File: config.mk
export PLATFORM = sky130hd
export DESIGN_NAME = pipe_stage_buf
export DESIGN_NICKNAME = d
export VERILOG_FILES = /design/src/rtl/core_pipe_pkg.sv /design/src/rtl/pipe_sat_counter.sv /design/src/rtl/pipe_stage_buf.sv
export SDC_FILE = /design/constraint.sdc
export NUM_CORES = 1
export LEC_CHECK = 0
export BUFFER_PORTS_ARGS = -buffer_cell sky130_fd_sc_hd__buf_2
export CAP_MARGIN = 15
export CORE_MARGIN = 1
export CORE_UTILIZATION = 50
export DETAILED_ROUTE_END_ITERATION = 12
export PLACE_DENSITY = 0.76
export SLEW_MARGIN = 20
export SYNTH_ARGS = -nofsm -noshare
export SYNTH_HDL_FRONTEND = slang
export SYNTH_SLANG_ARGS = --single-unit
File: constraint.sdc
create_clock -name clk -period 28.2 [get_ports clk]
set_input_delay 4.23 -clock clk [delete_from_list [all_inputs] [get_ports clk]]
set_output_delay 4.23 -clock clk [all_outputs]
set_load 0.02 [all_outputs]
File: src/rtl/core_pipe_pkg.sv
// Shared definitions for the 5-stage core's inter-stage buffers: stall vector
// width, stage indices and the packed payload layouts that size DATA_W.
package core_pipe_pkg;

  localparam int CORE_STALL_W = 8;

  localparam int STG_IF  = 1;
  localparam int STG_ID  = 2;
  localparam int STG_EX  = 3;
  localparam int STG_MEM = 4;
  localparam int STG_WB  = 5;

  typedef struct packed {
    logic [31:0] pc;
    logic [31:0] inst;
  } if_id_t;

  typedef struct packed {
    logic [7:0]  aluop;
    logic [2:0]  alusel;
    logic [31:0] reg1;
    logic [31:0] reg2;
    logic [4:0]  wd;
    logic        wreg;
    logic [31:0] inst;
    logic [31:0] pc;
    logic [14:0] excepttype;
  } id_ex_t;

  typedef struct packed {
    logic [4:0]  wd;
    logic        wreg;
    logic [31:0] wdata;
    logic [7:0]  aluop;
    logic [31:0] mem_addr;
    logic [31:0] reg2;
    logic [14:0] excepttype;
    logic [31:0] pc;
  } ex_mem_t;

  typedef struct packed {
    logic [4:0]  wd;
    logic        wreg;
    logic [31:0] wdata;
    logic [31:0] hi;
    logic [31:0] lo;
    logic        whilo;
  } mem_wb_t;

  localparam int IF_ID_W  = $bits(if_id_t);
  localparam int ID_EX_W  = $bits(id_ex_t);
  localparam int EX_MEM_W = $bits(ex_mem_t);
  localparam int MEM_WB_W = $bits(mem_wb_t);

endpackage

File: src/rtl/pipe_sat_counter.sv
// Saturating event counter: holds at all-ones instead of wrapping; clr beats inc.
module pipe_sat_counter #(
  parameter int CNT_W = 16
) (
  input  logic             clk,
  input  logic             rst,
  input  logic             inc,
  input  logic             clr,
  output logic [CNT_W-1:0] cnt
);

  always_ff @(posedge clk or posedge rst) begin
    if (rst) begin
      cnt <= '0;
    end else if (clr) begin
      cnt <= '0;
    end else if (inc && (cnt != '1)) begin
      cnt <= cnt + 1'b1;
    end
  end

endmodule

File: src/rtl/pipe_stage_buf.sv
// Inter-stage register between stage STAGE and STAGE+1 with stall/flush handling,
// optional one-entry skid buffer for a late stall, sticky overflow and perf counters.
module pipe_stage_buf
  import core_pipe_pkg::*;
#(
  parameter int DATA_W  = ID_EX_W,
  parameter int STALL_W = CORE_STALL_W,
  parameter int STAGE   = STG_ID,
  parameter int SKID    = 1,
  parameter int CNT_W   = 16
) (
  input  logic               clk,
  input  logic               rst,
  input  logic [STALL_W-1:0] stall,
  input  logic               flush,
  input  logic               in_valid,
  input  logic [DATA_W-1:0]  in_data,
  output logic               out_valid,
  output logic [DATA_W-1:0]  out_data,
  output logic               skid_full,
  output logic               overflow,
  input  logic               cnt_clr,
  output logic [CNT_W-1:0]   bubble_cnt,
  output logic [CNT_W-1:0]   flush_cnt
);

  if (STAGE < 0 || STAGE > STALL_W - 2) begin : g_bad_stage
    $error("pipe_stage_buf: STAGE must lie in 0..STALL_W-2");
  end

  logic hold_up;
  logic hold_dn;
  logic unused_stall;

  assign hold_up      = stall[STAGE];
  assign hold_dn      = stall[STAGE+1];
  assign unused_stall = ^stall;

  logic              vld_p1;
  logic [DATA_W-1:0] data_p1;
  logic              skid_vld;
  logic [DATA_W-1:0] skid_data;
  logic              ovf_q;

  // Skid entry: absorbs one payload when the downstream freeze is seen a cycle late
  if (SKID != 0) begin : g_skid
    always_ff @(posedge clk or posedge rst) begin
      if (rst) begin
        skid_vld  <= 1'b0;
        skid_data <= '0;
      end else if (flush) begin
        skid_vld  <= 1'b0;
        skid_data <= '0;
      end else if (!hold_up && in_valid && (hold_dn ? !skid_vld : skid_vld)) begin
        skid_vld  <= 1'b1;
        skid_data <= in_data;
      end else if (!hold_dn) begin
        skid_vld  <= 1'b0;
        skid_data <= '0;
      end
    end
  end else begin : g_no_skid
    assign skid_vld  = 1'b0;
    assign skid_data = '0;
  end

  // Output register stage p1: skid contents drain ahead of new input to keep order
  always_ff @(posedge clk or posedge rst) begin
    if (rst) begin
      vld_p1  <= 1'b0;
      data_p1 <= '0;
      ovf_q   <= 1'b0;
    end else if (flush) begin
      vld_p1  <= 1'b0;
      data_p1 <= '0;
    end else if (hold_dn) begin
      if (!hold_up && in_valid && ((SKID == 0) || skid_vld)) begin
        ovf_q <= 1'b1;
      end
    end else if (skid_vld) begin
      vld_p1  <= 1'b1;
      data_p1 <= skid_data;
    end else if (!hold_up) begin
      vld_p1  <= in_valid;
      data_p1 <= in_valid ? in_data : '0;
    end else begin
      vld_p1  <= 1'b0;
      data_p1 <= '0;
    end
  end

  logic bubble_inc;
  assign bubble_inc = !flush && !hold_dn && !skid_vld && hold_up;

  pipe_sat_counter #(.CNT_W(CNT_W)) u_bubble_cnt (
    .clk (clk),
    .rst (rst),
    .inc (bubble_inc),
    .clr (cnt_clr),
    .cnt (bubble_cnt)
  );

  pipe_sat_counter #(.CNT_W(CNT_W)) u_flush_cnt (
    .clk (clk),
    .rst (rst),
    .inc (flush),
    .clr (cnt_clr),
    .cnt (flush_cnt)
  );

  assign out_valid = vld_p1;
  assign out_data  = data_p1;
  assign skid_full = skid_vld;
  assign overflow  = ovf_q;

endmodule
; Word-level counts from Yosys, hierarchy flattened
; Index checks and enable logic that the tools add are counted.
[op_classes]
add_sub_neg = 2
n_eq_ne = 4
mux = 20
n_bitwise = 1
reduce_logical = 15
[op_table]
columns = cell, n
row1 = 160-bit 2-to-1 mux, 8
row2 = 16-bit 2-to-1 mux, 4
row3 = "16-bit by 1-bit adder with 16-bit output, second input constant", 2
row4 = "16-bit inequality test, second input constant", 2
row5 = 1-bit logical AND, 8
row6 = 1-bit 2-to-1 mux, 8
row7 = 1-bit zero test, 4
row8 = 2-bit nonzero test, 2
row9 = "3-bit by 1-bit inequality test with 1-bit output, second input constant", 1
row10 = 3-bit AND reduction, 1
row11 = "2-bit by 1-bit inequality test with 1-bit output, second input constant", 1
row12 = 1-bit inverter, 1
[word_totals]
reg_bits = 355
in_bits = 173
output_inout_bits = 195
wordCells = 49

; Depth between registers and ports, before layout
[logic_depth]
word_depth = 7
mapped_depth = 7
ltp_nobuf = 5

; Hierarchy
; Synthesis repeated with hierarchy kept, for this count alone.
[unflattened]
cells_unflattened = 1287
hier_area_um2 = 14587.7
[by_module_without_submodules]
columns = module, instances, cells_per_inst, area_each_um2, seq_area_each_um2
row1 = pipe_stage_buf, 1, 1085, 12723.5, 8082.8
row2 = pipe_sat_counter, 2, 101, 932.1, 400.4

; Worst setup path after synthesis
; No wires, ideal clock.
[synth_timing]
kind = input port to flip-flop
start = in stall[3]
end = reg u_bubble_cnt.cnt[9]
setup_ns = 0.125
arrival_time_ns = 5.975
required_ns = 28.075
setup_slack_ns = 22.100
path_stages = 5
path_buffers = 1
cell_sequence = buf_2 or4b_4 or4_4 nor3b_1 mux2_2
[synth_via]
elab_chain_len = 6
[synth_lines]
columns = element, line_no
row1 = "start, declared", pipe_stage_buf.sv:14  ; input logic [STALL_W-1:0] stall,
row2 = 1-bit zero test, pipe_stage_buf.sv:93  ; assign bubble_inc = !flush && !hold_dn && !skid_vld && hold_up;
row3 = 1-bit logical AND (3 in series), pipe_stage_buf.sv:93
row4 = 1-bit logical AND, pipe_sat_counter.sv:17  ; end else if (inc && (cnt != '1)) begin
row5 = 2-bit nonzero test (no line), n/a
row6 = "end signal, assigned", pipe_sat_counter.sv:18  ; cnt <= cnt + 1'b1;
row7 = "end, declared", pipe_sat_counter.sv:9  ; output logic [CNT_W-1:0] cnt
; No other way between the ends.
; A chain may end at the register's enable or synchronous reset.

; Final worst setup path
[layout_timing]
start = in stall[3]
end = reg skid_data[91]
[layout_via]
elab_chain_len = 4
word_cells_on_any_way = 5
classes_between = eq/ne (1) / mux (3) / reduce/logical (1)
[layout_lines]
columns = element, line_no
row1 = 1-bit 2-to-1 mux, pipe_stage_buf.sv:54  ; end else if (!hold_up && in_valid && (hold_dn ? !skid_vld : skid_vld)) begin
row2 = 1-bit logical AND, pipe_stage_buf.sv:54
row3 = 160-bit 2-to-1 mux, pipe_stage_buf.sv:54
row4 = 160-bit 2-to-1 mux, pipe_stage_buf.sv:51  ; end else if (flush) begin
row5 = "end signal, assigned", pipe_stage_buf.sv:56  ; skid_data <= in_data;
row6 = "end, declared", pipe_stage_buf.sv:42  ; logic [DATA_W-1:0] skid_data;
; Several ways; a longest one is shown, not always the timed one.

==> results.txt <==
Worst hold slack - 0.472 ns
Placement-stage cell area - 16900 um^2
Post-synthesis cell area - 14900 um^2
Total routing resource utilization after global routing - 25.9%
Share of the clock period used by the worst path - 25.7%
Master cell of the clock root buffer - clkbuf_16
Die Area - 30400 um^2
Number of nets still failing antenna checks after routing - 0
Pwr Density - 61.0 nW/um^2
Number of hold violations in the final report - 0
Share of flip-flops with an asynchronous set or reset after synthesis - 100%
Post-detailed-route via-to-cell ratio - 5.91
Count of nets after finishing - 1762
Count of buffers from port buffering - 361
Sum of overflow across all layers after global routing - 0
Area Overhead vs Synth - 21.6%
Die X-Extent - 174 um
Vias in the first global route - 11924
Worst path arrival time - 7.68 ns
Share of layout cells above drive strength 1 - 27.8%
Post-synth top flop - dfrtp_1
Placed wire-length estimate - 24.3 mm
Worst-case setup margin in the final layout - 20.96 ns
Warnings, synthesis - 0
Final sum of negative setup slack - 0 ns
Number of standard cells after synthesis - 1281
Unrepaired setup endpoints after global routing - false
Setup CP Type - primary input to flop
Cell leakage power - 8.82 nW
Total Power - 1.10 mW
Setup WS pre-CTS - 20.48 ns
IR drop worst, VDD - 0.0410 mV
Crit-path max FO - 86
I/O pin count - 368
# clock sinks - 355
Total of endpoints with negative setup slack in the final report - 0
Count of flip-flops with a built-in enable after synthesis - 0
Cell type with the highest aggregate area in the netlist - dfrtp_1
Clk Latency, worst-skew pair - 0.51 ns
Sort of element at the end of the critical path - flop
Number of max-slew violations in the final report - 0
RD Place Congestion - 0.871
Final wirelength - 39.8 mm
Placeable core region - 28900 um^2
Highest achievable clock rate - 138 MHz
Starting density of the core - 51.3%
Shortest clock period the worst path allows after layout - 7.24 ns
Sequential area share after synthesis - 59.8%
Cell area after layout - 18100 um^2
Average detailed-routed wire length per instance - 19.9 um
Number of clock buffers inserted by TritonCTS - 38
Detailed-router iteration count before antenna repair - 5
Post-CTS repair timing setup buffer count - 0
Measured slew at the worst slew-check pin - 1.09 ns
Maximum number of pins on one net before global-route repair - 123
Number of buffers on the longest clock path - 3
Count of cells resized by post-cts repair - 0
DRC violation count after routing - 0
Required time of the critical path - 28.64 ns
Post-CTS clock slew at the launch and capture registers of the worst setup and hold paths - 0.05 ns
Global-route wire length before repair - 63.6 mm
Final core occ - 62.4%
Largest clock skew in the final design - 0.0131 ns
Max-cap violation count - 0
Status - complete, no violations
Floorplan die height - 174 um
Relative slew slack - 27.3%
Number of cells in the design after placement - 1931
H-tree depth - 2
Final Instance Count excl. Fillers - 2002
Worst min-delay path category - flop to flop
Synthesized area divided by synthesized cell count - 11.6 um^2
Starting DRT DRC Count - 977
Startpoint Class - primary input
# fillers - 2324
Initial antenna violation count - 17
Synthesis-stage register bit count - 355
Top post-synthesis cells by count - 355 x dfrtp_1, 160 x a22o_1, 124 x nand2_1
Count of standard-cell rows - 62
Synthesized netlist net count - 1456
Detailed-route via count - 11826
Cell with the most instances after synthesis - dfrtp_1
Largest cells by area after synthesis - dfrtp_1 60%, a22o_1 9.4%, mux2i_1 7.4%
Hold-fix buffers, CTS - 0
Top cell type's share of synthesized area - 59.8%
TritonCTS clock tree - yes
Library cells used by synthesis - 46
==> area by class of cell <==
cell class	count	area (um^2)	area share [%]
multi-input cells	810	5570	30.8
clock buffers	55	1090	6.01
clock inverters	7	63.8	0.353
well taps	384	480	2.66
diodes	9	22.5	0.125
flip-flops and latches	355	8890	49.2
inverters	7	33.8	0.187
repair buffers	375	1920	10.6
==> power breakdown <==
| part | internal (mW) | total (mW) | switching [mW] |
|---|---|---|---|
| Sequential | 0.525 | 0.535 | 0.0100 |
| Combinational | 0.0347 | 0.100 | 0.0654 |
| Clock | 0.275 | 0.467 | 0.192 |
==> registers in the layout (all words and copies together) (netlist names) <==
register / count
out_data: 160
overflow: 1
out_valid: 1
skid_data: 160
u_flush_cnt.cnt: 16
u_bubble_cnt.cnt: 16
skid_full: 1
==> kinds of logic after synthesis <==
group	count (synthesis)	share of synthesized area, %
simple gates	319	10.7
flops	355	59.8
mux	117	7.94
fa+ha+maj	2	0.168
buf+inv	116	2.99
xor+xnor	1	0.0590
compound gates	371	18.3
==> final timing paths <==
check / from / to / slack, ns / cells after the start
setup / recovery: stall[3] / skid_data[91] / 20.96 / 7
hold / removal: out_data[2] / out_data[2] / 0.47 / 2
setup reg to reg: skid_full / u_bubble_cnt.cnt[9] / 24.86 / 5
hold reg to reg: out_data[2] / out_data[2] / 0.47 / 2
max in group asynchronous: rst / skid_full / 22.16 / 4
min in group asynchronous: rst / skid_data[83] / 3.85 / 2
==> cell usage in the layout (no fill, tap or decap), types with 2 or more instances in the layout <==
cell	count
a41oi_1	3
clkbuf_16	39
clkinv_2	5
or3_1	8
diode_2	9
a211oi_1	2
o31ai_1	3
nand3_1	12
a221oi_1	51
nor2_1	14
nor2b_4	2
ha_1	2
nor3_1	64
nand2_1	124
buf_6	2
nor4_1	5
nor3b_1	3
nor2b_1	59
o21ai_0	117
mux2_2	7
and3_1	5
a21oi_1	21
buf_4	12
nand4_1	7
o211a_1	2
buf_2	361
dfrtp_1	354
a22o_1	160
nand2b_1	2
or4_1	2
clkbuf_1	11
clkbuf_8	5
mux2i_1	110
inv_1	6
o41ai_1	4
or4b_2	2
==> layer usage <==
layer | part of all wire, % | routed length (um) | global-route usage, %
met4 | 3.2 | 1290 | 9.83
met3 | 9.5 | 3760 | 8.40
met2 | 46 | 18500 | 39.6
met5 | 0.18 | 70 | 0
met1 | 41 | 16200 | 34.3
==> worst max-delay path, stage by stage <==
cell     delay [ns]
buf_2          0.53
buf_4          0.63
xnor2_1        0.15
nor3_2         0.12
buf_4          0.71
buf_4          0.90
a22o_1         0.25
No activity file was read; power rests on OpenSTA's default activity.
